## src/rtl/pc_seq_ctl_pkg.sv

```systemverilog
// Shared encodings for the PC sequencing controller: pc_gen override codes
// and the controller's state codes.
package pc_seq_ctl_pkg;

   localparam logic [3:0] PC_IGN = 4'b0001;
   localparam logic [3:0] PC_KEP = 4'b0010;
   localparam logic [3:0] PC_IRQ = 4'b0100;
   localparam logic [3:0] PC_RST = 4'b1000;

   localparam logic [1:0] SEQ_RST  = 2'd0;
   localparam logic [1:0] SEQ_RUN  = 2'd1;
   localparam logic [1:0] SEQ_TAKE = 2'd2;
   localparam logic [1:0] SEQ_ISR  = 2'd3;

endpackage

```

## src/rtl/pc_seq_cnt.sv

```systemverilog
// Loadable saturating down/up counter shared by reset stretch and watchdog.
// Priority: load > clr > dn > up; never wraps in either direction.
module pc_seq_cnt #(
   parameter int CNT_W     = 8,
   parameter int RST_VAL   = 3,
   parameter int MATCH_VAL = 254
) (
   input  logic clk,
   input  logic rst,
   input  logic load,
   input  logic clr,
   input  logic dn,
   input  logic up,
   output logic zero,
   output logic match
);

   localparam logic [CNT_W-1:0] RST_V   = CNT_W'(RST_VAL);
   localparam logic [CNT_W-1:0] MATCH_V = CNT_W'(MATCH_VAL);

   logic [CNT_W-1:0] cnt;

   always_ff @(posedge clk or posedge rst) begin
      if (rst) begin
         cnt <= RST_V;
      end else if (load) begin
         cnt <= RST_V;
      end else if (clr) begin
         cnt <= '0;
      end else if (dn && cnt != '0) begin
         cnt <= cnt - 1'b1;
      end else if (up && cnt != '1) begin
         cnt <= cnt + 1'b1;
      end
   end

   assign zero  = (cnt == '0);
   assign match = (cnt == MATCH_V);

endmodule

```

## src/rtl/pc_seq_ctl.sv

```systemverilog
// PC / register-file sequencing controller: reset stretch, stall freeze, IRQ take.
// Optional stall watchdog is built when PCSEQ_STALL_WDOG_EN is defined.
module pc_seq_ctl
   import pc_seq_ctl_pkg::*;
#(
   parameter int RST_CYCLES = 4,
   parameter int STALL_MAX  = 255,
   parameter int CNT_W      = 8
) (
   input  logic       clk,
   input  logic       rst,
   input  logic       stall_i,
   input  logic       irq_i,
   input  logic       ds_i,
   input  logic       ret_i,
   output logic [3:0] pc_prectl_o,
   output logic       rd_clk_cls_o,
   output logic       spc_we_o,
   output logic       irq_ack_o,
   output logic       flush_o,
   output logic       in_isr_o,
   output logic       stall_err_o
);

   logic [1:0] state_q;
   logic [1:0] state_d;
   logic       cnt_load;
   logic       cnt_clr;
   logic       cnt_dn;
   logic       cnt_up;
   logic       cnt_zero;
   logic       cnt_match;
   logic       trip;

   // Match one short of STALL_MAX: trip on the cycle the count would reach it.
   pc_seq_cnt #(
      .CNT_W    (CNT_W),
      .RST_VAL  (RST_CYCLES - 1),
      .MATCH_VAL(STALL_MAX - 1)
   ) u_cnt (
      .clk  (clk),
      .rst  (rst),
      .load (cnt_load),
      .clr  (cnt_clr),
      .dn   (cnt_dn),
      .up   (cnt_up),
      .zero (cnt_zero),
      .match(cnt_match)
   );

   always_comb begin
      state_d  = state_q;
      cnt_load = 1'b0;
      cnt_clr  = 1'b0;
      cnt_dn   = 1'b0;
      cnt_up   = 1'b0;
      trip     = 1'b0;
      unique case (state_q)
         SEQ_RST: begin
            if (cnt_zero) state_d = SEQ_RUN;
            else          cnt_dn  = 1'b1;
         end
         SEQ_RUN: begin
            if (!stall_i && irq_i && !ds_i) state_d = SEQ_TAKE;
         end
         SEQ_TAKE: state_d = SEQ_ISR;
         SEQ_ISR: begin
            if (!stall_i && ret_i) state_d = SEQ_RUN;
         end
         default: state_d = SEQ_RST;
      endcase
`ifdef PCSEQ_STALL_WDOG_EN
      if (state_q != SEQ_RST) begin
         if (stall_i) cnt_up  = 1'b1;
         else         cnt_clr = 1'b1;
         if (stall_i && cnt_match && state_q != SEQ_TAKE) begin
            trip     = 1'b1;
            state_d  = SEQ_RST;
            cnt_load = 1'b1;
         end
      end
`endif
   end

`ifndef PCSEQ_STALL_WDOG_EN
   logic unused_match;
   assign unused_match = cnt_match;
`endif

   always_ff @(posedge clk or posedge rst) begin
      if (rst) state_q <= SEQ_RST;
      else     state_q <= state_d;
   end

   always_comb begin
      pc_prectl_o  = PC_IGN;
      rd_clk_cls_o = 1'b0;
      spc_we_o     = 1'b0;
      irq_ack_o    = 1'b0;
      flush_o      = 1'b0;
      in_isr_o     = 1'b0;
      unique case (state_q)
         SEQ_TAKE: begin
            pc_prectl_o  = PC_IRQ;
            rd_clk_cls_o = 1'b1;
            spc_we_o     = 1'b1;
            irq_ack_o    = 1'b1;
            flush_o      = 1'b1;
         end
         SEQ_RUN, SEQ_ISR: begin
            in_isr_o = (state_q == SEQ_ISR);
            if (stall_i) begin
               pc_prectl_o  = PC_KEP;
               rd_clk_cls_o = 1'b1;
            end
         end
         default: begin
            pc_prectl_o  = PC_RST;
            rd_clk_cls_o = 1'b1;
         end
      endcase
   end

   assign stall_err_o = trip;

endmodule
```

## config.mk

```make
export PLATFORM = sky130hd
export DESIGN_NAME = pc_seq_ctl
export DESIGN_NICKNAME = d
export VERILOG_FILES = /design/src/rtl/pc_seq_ctl_pkg.sv /design/src/rtl/pc_seq_cnt.sv /design/src/rtl/pc_seq_ctl.sv
export SDC_FILE = /design/constraint.sdc
export NUM_CORES = 1
export LEC_CHECK = 0
export ABC_CLOCK_PERIOD_IN_PS = 1550
export CAP_MARGIN = 5
export CORE_AREA = 10 10 48 50
export DETAILED_ROUTE_END_ITERATION = 8
export DIE_AREA = 0 0 58 60
export DONT_BUFFER_PORTS = 1
export PLACE_DENSITY_LB_ADDON = 0.08
export SETUP_SLACK_MARGIN = 0.2
export SYNTH_ARGS = -nofsm -noshare
export SYNTH_HDL_FRONTEND = slang
export SYNTH_SLANG_ARGS = --single-unit
```

## constraint.sdc

```tcl
create_clock -name clk -period 1.55 [get_ports clk]
set_input_delay 0.0775 -clock clk [delete_from_list [all_inputs] [get_ports clk]]
set_output_delay 0.0775 -clock clk [all_outputs]
set_load 0.01 [all_outputs]
```

==> results.md, run 1 <==
* Post-Syn Area at 680.7 um2
* DRC at 0
* Number of synthesized flops with an enable pin at 0
* Setup-violating endpoint count in the final report at 4
* Highest cell delay on the worst timing path at 470 ps
* Critical Path Slowest Stage Cell: or4b_4
* Synth cell types at 26
* Yosys synthesis warning count at 0
* CP required at 1690 ps
* ANT cells at 0
* Period utilization at 103.4%
* I/O pin total at 16
* CTS buffer count at 3
* Die Span Y at 60 um
* Clock Pin Slew Worst Setup and Hold Paths at 70 ps
* WP data arrival at 1740 ps
* Multi-input logic area at 452.9 um2
* R2r endpoint: u_cnt.cnt[7]$_DFFE_PP0P_
* Most frequent cells in the layout: buf_4, dfrtp_1, ha_1
* Nets at 95
* Synth area leader: dfrtp_1
* RSZ-0062 raised after global routing: yes
* Element type at the critical path end: register
* Critical path class: reg -> reg
* Worst R2R Path Depth at 6
* Crit path max-delay family: simple AND/OR/NAND/NOR gates
* Main flop type after synthesis: dfrtp_1
* CTS tree: yes
* Total gr overflow at 0
* Max-Cap Viols at 0
* DP Area at 813.3 um2
* CP bufs+invs at 1
* Min-Delay Path Class: in -> reg
* Core Region at 1436 um2
* HPWL Detailed at 935.1 um
* Minimum clock period after layout at 1603 ps
* Skew-Pair Late Insertion Delay at 260 ps
* Clock Path Buffers at 2
* Starting Density at 47.39%
* Drt first pass iters at 1
* Final hold vios at 0
* Leak at 0.4518 nW
* GRT Overall Usage at 7.636%
* Via Count at 466
* Post-Route WL at 1.243 mm
* CTS root buf: clkbuf_4
* Power Dens Cells at 1169 nW/um2
* Area grow syn2layout at 35.66%
* Synth area leaders: dfrtp_1, ha_1, dfstp_2
* CP Cell Sequence: inv_2, ha_4, or4b_4, a21oi_4, nand3_2, xnor2_1
* Max Slew Vio Count at 0
* Syn Inst Count at 62
* Crit start category: register
* Flop2flop setup slack at -50 ps
* Status: complete, but fails checks
* Mapped Avg Cell Area at 10.98 um2
* Commonest non-fill, non-tap cell in the layout: buf_4
* Share of the synthesized area in the top cell type at 29.41%
* FF-to-FF Start: state_q[0]$_DFFE_PP0P_
* Post-route total power at 0.001079 W
* Die W at 58 um
* Layout cells sized above 1 at 54.43%
* Pre-CTS setup slack at -32.62 ps
* FF+latch count, synth at 10
* Post-route cell area at 923.4 um2
* Drt wl/cell at 13.08 um
* Cell depth of the worst hold path at 3
* CTS H-tree depth at 1
* Register area share after synthesis at 37.13%
* Hold endpoint: state_q[1]$_DFFE_PP0P_
* Final antenna-violating net count at 0
* Port buffer count at 0
* DR iter-0 viols at 0
* Largest net degree at the start of global routing at 11
* Syn_nets at 77
* Worst setup margin at -52.80 ps
* Clk sinks at 10
* Hold_sp: ds_i
* Max IR drop VDD at 0.0008558 V
* WP depth at 6
* Fmax achieved at 0.6239 GHz
* Routed vias/inst at 4.905
* Initial antenna violation count at 0
* Failing checks: setup timing
* Filler cell count in the final layout at 112
* Die area at 3480 um2
* Register area at 252.7 um2
* CP max FO at 3
* First-pass GRT wire length at 2.014 mm
* Routability Congestion at 0.7316
* Post-synth ARST share at 100.0%
* Core Rows at 14
* Number of global-route vias before repair at 491
* Setup Skew at 9.395 ps
-- metal layers --
metal / global-route usage (%) / vias to the layer above / part of all wire (%)
li1: - / 236 / -
met1: 7.683 / 217 / 41
met2: 12.12 / 11 / 51
met3: 2.754 / 2 / 5.9
met4: 7.047 / 0 / 2.2
met5: 0 / - / 0
-- repair_timing --
action | CTS | global route
pin swaps | 0 | 5
buffers inserted | 1 | 1
gates resized for setup | 7 | 8
endpoints found under the setup margin | 10 | 14
hold buffers | 1 | 0
endpoints found under the hold margin | 8 | 0
-- logic make-up after synthesis --
kind of cell	Yosys count	share of synthesized area, %
adder cells (fa/ha/maj)	9	16.54
buffers and inverters	12	8.824
XOR/XNOR	6	7.722
flip-flops	10	37.13
multiplexers	2	3.676
other	1	0.5509
AND/OR/NAND/NOR	14	15.99
AO/OA/AOI/OAI	8	9.560
-- sequential cells by signal, summed over array words and instances (netlist names) --
signal	count
state_q	2
u_cnt.cnt	8
-- report_power, final --
| part | internal [W] | total (W) | switching, W |
|---|---|---|---|
| Combinational | 0.000303 | 0.000585 | 0.000282 |
| Sequential | 0.000290 | 0.000306 | 0.0000163 |
| Clock | 0.0000992 | 0.000188 | 0.0000890 |
| Total | 0.000692 | 0.00108 | 0.000387 |
-- final cells by class --
| class | instances | share of cell area, % |
|---|---|---|
| clock buffer | 4 | 2.846 |
| inverter | 8 | 3.252 |
| multi-input combinational | 40 | 49.05 |
| sequential | 10 | 27.37 |
| tap | 16 | 2.168 |
| timing repair buffer | 17 | 15.31 |
-- cell usage after synthesis (2+ instances only) --
master	instances
buf_4	4
dfrtp_1	8
dfstp_2	2
ha_1	9
inv_1	8
nand2_1	4
nor2_1	2
o21ai_0	3
xnor2_1	3
xor2_1	3
-- stage by stage --
| stage | utilization (%) | hold slack [ps] | setup TNS (ps) | std cells |
|---|---|---|---|---|
| CTS | 61.59 | 144.0 | -61.49 | 94 |
| detailed placement | 56.62 | -20.47 | -59.82 | 88 |
| floorplan | - | -83.75 | -130.3 | 62 |
| global route | 64.29 | 152.6 | -455.7 | 95 |
| global placement | 56.62 | -27.86 | -64.29 | 88 |
| finish | 64.29 | 153.5 | -149.2 | 95 |
-- how the worst max path moves through the flow --
| stage | from | endpoint | slack (ps) |
|---|---|---|---|
| after floorplan | state_q[0]$_DFFE_PP0P_ | u_cnt.cnt[7]$_DFFE_PP0P_ | -70 |
| after global placement | state_q[1]$_DFFE_PP0P_ | u_cnt.cnt[7]$_DFFE_PP0P_ | -40 |
| after detailed placement | state_q[1]$_DFFE_PP0P_ | u_cnt.cnt[7]$_DFFE_PP0P_ | -30 |
| after CTS | state_q[1]$_DFFE_PP0P_ | u_cnt.cnt[7]$_DFFE_PP0P_ | -20 |
| after global routing | state_q[1]$_DFFE_PP0P_ | u_cnt.cnt[7]$_DFFE_PP0P_ | -120 |
| final | state_q[0]$_DFFE_PP0P_ | u_cnt.cnt[7]$_DFFE_PP0P_ | -50 |
-- worst min-delay path: cells and delay by family --
kind | cells | cell delay, ps
compound gates | 1 | 70
simple gates | 1 | 90
mux | 1 | 140
Power figures use the tool's default switching activity.
==> run 2, diff against run 1 <==
--- a/config.mk
+++ b/config.mk
@@ -7,9 +7,11 @@
 export LEC_CHECK = 0
 export ABC_CLOCK_PERIOD_IN_PS = 1550
 export CAP_MARGIN = 5
-export CORE_AREA = 10 10 48 50
+export CELL_PAD_IN_SITES_DETAIL_PLACEMENT = 1
+export CELL_PAD_IN_SITES_GLOBAL_PLACEMENT = 1
+export CORE_AREA = 10 10 52 54
 export DETAILED_ROUTE_END_ITERATION = 8
-export DIE_AREA = 0 0 58 60
+export DIE_AREA = 0 0 62 64
 export DONT_BUFFER_PORTS = 1
 export PLACE_DENSITY_LB_ADDON = 0.08
 export SETUP_SLACK_MARGIN = 0.2
==> results.md, run 2 (synthesis results as in run 1) <==
* Skew-Pair Late Insertion Delay at 280 ps
* Largest net degree at the start of global routing at 11
* Crit start category: register
* CTS buffer count at 3
* Core Rows at 15
* First-pass GRT wire length at 2.663 mm
* Number of global-route vias before repair at 529
* Worst Setup EP: u_cnt.cnt[7]$_DFFE_PP0P_
* Leak at 0.4794 nW
* Setup tns final at -247.5 ps
* RSZ-0062 raised after global routing: yes
* ANT cells at 0
* Multi-input logic area at 489.2 um2
* Final antenna-violating net count at 0
* Die Span Y at 64 um
* Failing checks: setup timing
* Setup-violating endpoint count in the final report at 5
* Logic pwr share at 55.9%
* I/O pin total at 16
* DR iter-0 viols at 8
* Critical Path Slowest Stage Cell: or4b_4
* Highest cell delay on the worst timing path at 470 ps
* Filler cell count in the final layout at 183
* Most frequent cells in the layout: buf_4, dfrtp_1, ha_1
* Routed vias/inst at 4.570
* Max IR drop VDD at 0.0008061 V
* CTS root buf: clkbuf_4
* Power Dens Cells at 1248 nW/um2
* Critical path class: reg -> reg
* Hold_sp: ds_i
* CTS H-tree depth at 1
* Minimum clock period after layout at 1617 ps
* Setup Skew at 1.307 ps
* Commonest non-fill, non-tap cell in the layout: buf_4
* Period utilization at 104.3%
* Flop2flop setup slack at -70 ps
* Worst setup margin at -66.92 ps
* Net Sw Frac at 36.30%
* HPWL Detailed at 1.142 mm
* CP Cell Sequence: inv_2, ha_4, or4b_4, a21oi_4, nand3_2, xnor2_2
* Core Region at 1708 um2
* Flop pwr share at 24.4%
* CP required at 1710 ps
* Clk pwr share at 19.7%
* Min-Delay Path Class: in -> reg
* DRC at 0
* R2r endpoint: u_cnt.cnt[7]$_DFFE_PP0P_
* Max Slew Vio Count at 0
* Routability Congestion at 0.7494
* GRT Overall Usage at 8.975%
* Area grow syn2layout at 47.61%
* CTS tree: yes
* Layout cells sized above 1 at 60.98%
* CP max FO at 3
* Crit. Startpoint: state_q[1]$_DFFE_PP0P_
* Initial antenna violation count at 0
* Element type at the critical path end: register
* FF-to-FF Start: state_q[1]$_DFFE_PP0P_
* Max FFs per register at 8
* Die W at 62 um
* Clk sinks at 10
* Total gr overflow at 0
* Drt first pass iters at 3
* Post-route total power at 0.001253 W
* Final hold vios at 0
* Die area at 3968 um2
* Starting Density at 39.85%
* Fmax achieved at 0.6185 GHz
* Drt wl/cell at 15.06 um
* Clock Path Buffers at 2
* Post-Route WL at 1.611 mm
* Int Pwr at 0.0007985 W
* Clock Pin Slew Worst Setup and Hold Paths at 70 ps
* Nets at 98
* Reg with most FFs: u_cnt.cnt
* WP data arrival at 1780 ps
* Worst R2R Path Depth at 6
* Status: complete, but fails checks
* Top Registers: u_cnt.cnt (8), state_q (2)
* Net Switching at 0.0004550 W
* Max-Cap Viols at 0
* Via Count at 489
* Port buffer count at 0
* Register area at 254.0 um2
run 2: changes by cell type in the layout (fill, tap and decap cells not counted), sizes merged:
cell / change
buf: +3
run 2: through the flow:
step	hold slack, ps	instance area [um2]	util (%)	cells	setup WS, ps
floorplan	-83.75	718.2	-	62	-65.89
global placement	-21.85	809.5	47.40	95	-44.27
detailed placement	-23.94	809.5	47.40	95	-75.85
CTS	132.7	934.6	54.73	104	-35.48
global route	148.3	1005	58.83	107	-114.5
finish	143.3	1005	58.83	107	-66.92
run 2: what timing repair did:
| action | CTS | global route |
|---|---|---|
| resized for setup | 11 | 9 |
| hold endpoints to repair | 10 | 0 |
| pin swaps | 2 | 5 |
| setup buffers | 4 | 3 |
| hold buffers | 1 | 0 |
| endpoints found under the setup margin | 14 | 10 |
run 2: power groups by stage:
stage / registers [W] / logic [W] / clock network, W
finish: 0.000306 / 0.000700 / 0.000248
global route: 0.000309 / 0.000780 / 0.000273
CTS: 0.000306 / 0.000643 / 0.000255
detailed placement: 0.000311 / 0.000558 / 0
global placement: 0.000310 / 0.000545 / 0
floorplan: 0.000330 / 0.000385 / 0
run 2: final cells by class:
type	instances	share of cell area, %
clock buffer	4	3.611
inverter	8	2.989
tap	25	3.113
timing repair buffer	20	16.31
multi-input combinational	40	48.69
sequential	10	25.28
run 2: worst min path at each step:
stage                          endpoint  slack [ps]  cells past startpoint
2_1_floorplan    state_q[0]$_DFFE_PP0P_         -80                      1
3_3_place_gp   u_cnt.cnt[3]$_DFFE_PP0P_         -20                      1
3_5_place_dp   u_cnt.cnt[4]$_DFFE_PP0P_         -20                      1
4_1_cts          state_q[1]$_DFFE_PP0P_         130                      3
5_1_grt          state_q[1]$_DFFE_PP0P_         150                      3
6_report         state_q[1]$_DFFE_PP0P_         140                      3
run 2: worst max-delay path, delay by kind of cell, from the launching register on:
kind | cells | cell delay [ps]
fa+ha+maj | 1 | 140
xor+xnor | 1 | 140
flops | 1 | 390
buf+inv | 1 | 80
compound gates | 1 | 170
simple gates | 2 | 580
run 2: layer usage:
layer  routed length, um  track usage (%)  vias to the layer above  share of wire [%]
met4                  38            4.190                        0                2.4
met2                 835            12.44                        7                 52
met1                 669            11.56                      237                 42
met5                   0                0                        -                  0
met3                  66            3.755                        4                4.1
li1                    -                -                      241                  -
==> run 3, diff against run 2 <==
--- a/config.mk
+++ b/config.mk
@@ -15,6 +15,7 @@
 export DONT_BUFFER_PORTS = 1
 export PLACE_DENSITY_LB_ADDON = 0.08
 export SETUP_SLACK_MARGIN = 0.2
+export SKIP_CTS_REPAIR_TIMING = 1
 export SYNTH_ARGS = -nofsm -noshare
 export SYNTH_HDL_FRONTEND = slang
 export SYNTH_SLANG_ARGS = --single-unit
==> results.md, run 3 (synthesis results as in run 1) <==
* Status: complete, but fails checks
* Failing checks: setup timing
* GRT Overall Usage at 8.202%
* Commonest non-fill, non-tap cell in the layout: buf_4
* Hold_sp: ds_i
* Port buffer count at 0
* FF-to-FF Start: u_cnt.cnt[1]$_DFFE_PP1P_
* Final antenna-violating net count at 0
* Area grow syn2layout at 35.11%
* Post-Route WL at 1.387 mm
* Int Pwr at 0.0007274 W
* Via Count at 462
* Top Registers: u_cnt.cnt (8), state_q (2)
* CTS buffer count at 3
* Drt wl/cell at 13.60 um
* Clock Pin Slew Worst Setup and Hold Paths at 70 ps
* CTS root buf: clkbuf_4
* Clk pwr share at 21.3%
* Power Dens Cells at 1240 nW/um2
* Starting Density at 39.85%
* CTS H-tree depth at 1
* Total gr overflow at 0
* Leak at 0.4447 nW
* Net Sw Frac at 36.21%
* Die area at 3968 um2
* Minimum clock period after layout at 1602 ps
* Die W at 62 um
* Net Switching at 0.0004129 W
* Routed vias/inst at 4.529
* Reg with most FFs: u_cnt.cnt
* Post-route total power at 0.001140 W
* Cell depth of the worst hold path at 3
* Post-Layout Cell Count at 102
* Die Span Y at 64 um
* Fmax achieved at 0.6243 GHz
* Core Region at 1708 um2
* Min-Delay Path Class: in -> reg
* Crit path max-delay family: flip-flops
* Initial antenna violation count at 0
* Clock Path Buffers at 2
* Max-Cap Viols at 0
* CTS tree: yes
* WP data arrival at 1770 ps
* Routability Congestion at 0.7494
* Period utilization at 103.3%
* Hold endpoint: state_q[1]$_DFFE_PP0P_
* DP Area at 809.5 um2
* Flop pwr share at 26.8%
* DRC at 0
* Most frequent cells in the layout: buf_4, dfrtp_1, ha_1
* Dpl cells at 95
* Number of global-route vias before repair at 498
* CP required at 1710 ps
* Final hold vios at 0
* DR iter-0 viols at 4
* Element type at the critical path end: register
* Max IR drop VDD at 0.0007094 V
* Filler cell count in the final layout at 185
* Largest net degree at the start of global routing at 11
* WP depth at 6
* First-pass GRT wire length at 2.456 mm
* Pre-CTS setup slack at -75.85 ps
* Max FFs per register at 8
* Setup tns final at -96.59 ps
* Core Rows at 15
* Worst R2R Path Depth at 6
* RSZ-0062 raised after global routing: yes
* Critical Path Slowest Stage Cell: dfstp_2
* Logic pwr share at 51.9%
* Nets at 93
* CP bufs+invs at 1
* R2r endpoint: state_q[1]$_DFFE_PP0P_
* ANT cells at 0
* I/O pin total at 16
* Post-route cell area at 919.6 um2
* Layout cells sized above 1 at 51.95%
* Clk sinks at 10
* Setup Skew at 1.638 ps
* Drt first pass iters at 2
* Flop2flop setup slack at -50 ps
* Max Slew Vio Count at 0
* CP Cell Sequence: inv_2, ha_4, nor3b_4, a21bo_4, nand3_4, mux2_4
* Crit start category: register
* Worst setup margin at -51.80 ps
* CP max FO at 3
* Critical path class: reg -> reg
* Highest cell delay on the worst timing path at 550 ps
* Setup-violating endpoint count in the final report at 4
* Skew-Pair Late Insertion Delay at 280 ps
* HPWL Detailed at 1.142 mm
-- run 3: cell count changes in the layout (fill, tap and decap cells not counted) --
cell,previous run,this run
buf_6,3,1
o21ai_1,0,1
ha_1,5,6
nand2_2,1,0
xnor2_1,1,2
a2111oi_2,0,1
dfrtp_2,1,0
nand2_1,3,4
ha_4,4,3
buf_4,16,13
dfrtp_1,7,8
xnor2_2,2,1
a2111oi_4,1,0
o21ai_2,2,1
-- run 3: worst min-delay path, delay by kind of cell --
kind / cells / cell delay (ps)
mux: 1 / 140
simple gates: 1 / 90
compound gates: 1 / 70
-- run 3: power groups by stage --
stage | Combinational [W] | Clock [W] | Sequential, W
after CTS | 0.000562 | 0.000255 | 0.000306
final | 0.000592 | 0.000243 | 0.000306
after detailed placement | 0.000558 | 0 | 0.000311
after global placement | 0.000545 | 0 | 0.000310
after global routing | 0.000671 | 0.000272 | 0.000309
after floorplan | 0.000385 | 0 | 0.000330
-- run 3: worst max-delay path by stage --
stage | start | to | slack (ps)
after floorplan | state_q[0]$_DFFE_PP0P_ | u_cnt.cnt[7]$_DFFE_PP0P_ | -70
after global placement | u_cnt.cnt[1]$_DFFE_PP1P_ | state_q[1]$_DFFE_PP0P_ | -40
after detailed placement | state_q[1]$_DFFE_PP0P_ | u_cnt.cnt[7]$_DFFE_PP0P_ | -80
final | u_cnt.cnt[1]$_DFFE_PP1P_ | state_q[1]$_DFFE_PP0P_ | -50
after CTS | state_q[1]$_DFFE_PP0P_ | u_cnt.cnt[7]$_DFFE_PP0P_ | -90
after global routing | u_cnt.cnt[1]$_DFFE_PP1P_ | state_q[1]$_DFFE_PP0P_ | -100
-- run 3: through the flow --
step	util (%)	hold WS, ps
finish	53.85	141.3
global route	53.85	143.6
CTS	49.52	-328.8
detailed placement	47.40	-23.94
global placement	47.40	-21.85
floorplan	-	-83.75
-- run 3: area by class of cell --
class                           count  area (um2)  share of cell area [%]
Clock buffer                        4       36.28                   3.946
Inverter                            8       30.03                   3.265
Multi-Input combinational cell     40       450.4                   48.98
Sequential cell                    10       252.7                   27.48
Tap cell                           25       31.28                   3.401
Timing Repair Buffer               15       118.9                   12.93
-- run 3: layer usage --
| metal | GRT usage (%) | share of wire, % | vias up |
|---|---|---|---|
| met4 | 4.190 | 2.6 | 0 |
| met3 | 3.953 | 5.8 | 4 |
| met5 | 0 | 0 | - |
| met2 | 11.15 | 50 | 9 |
| met1 | 10.31 | 41 | 221 |
| li1 | - | - | 228 |
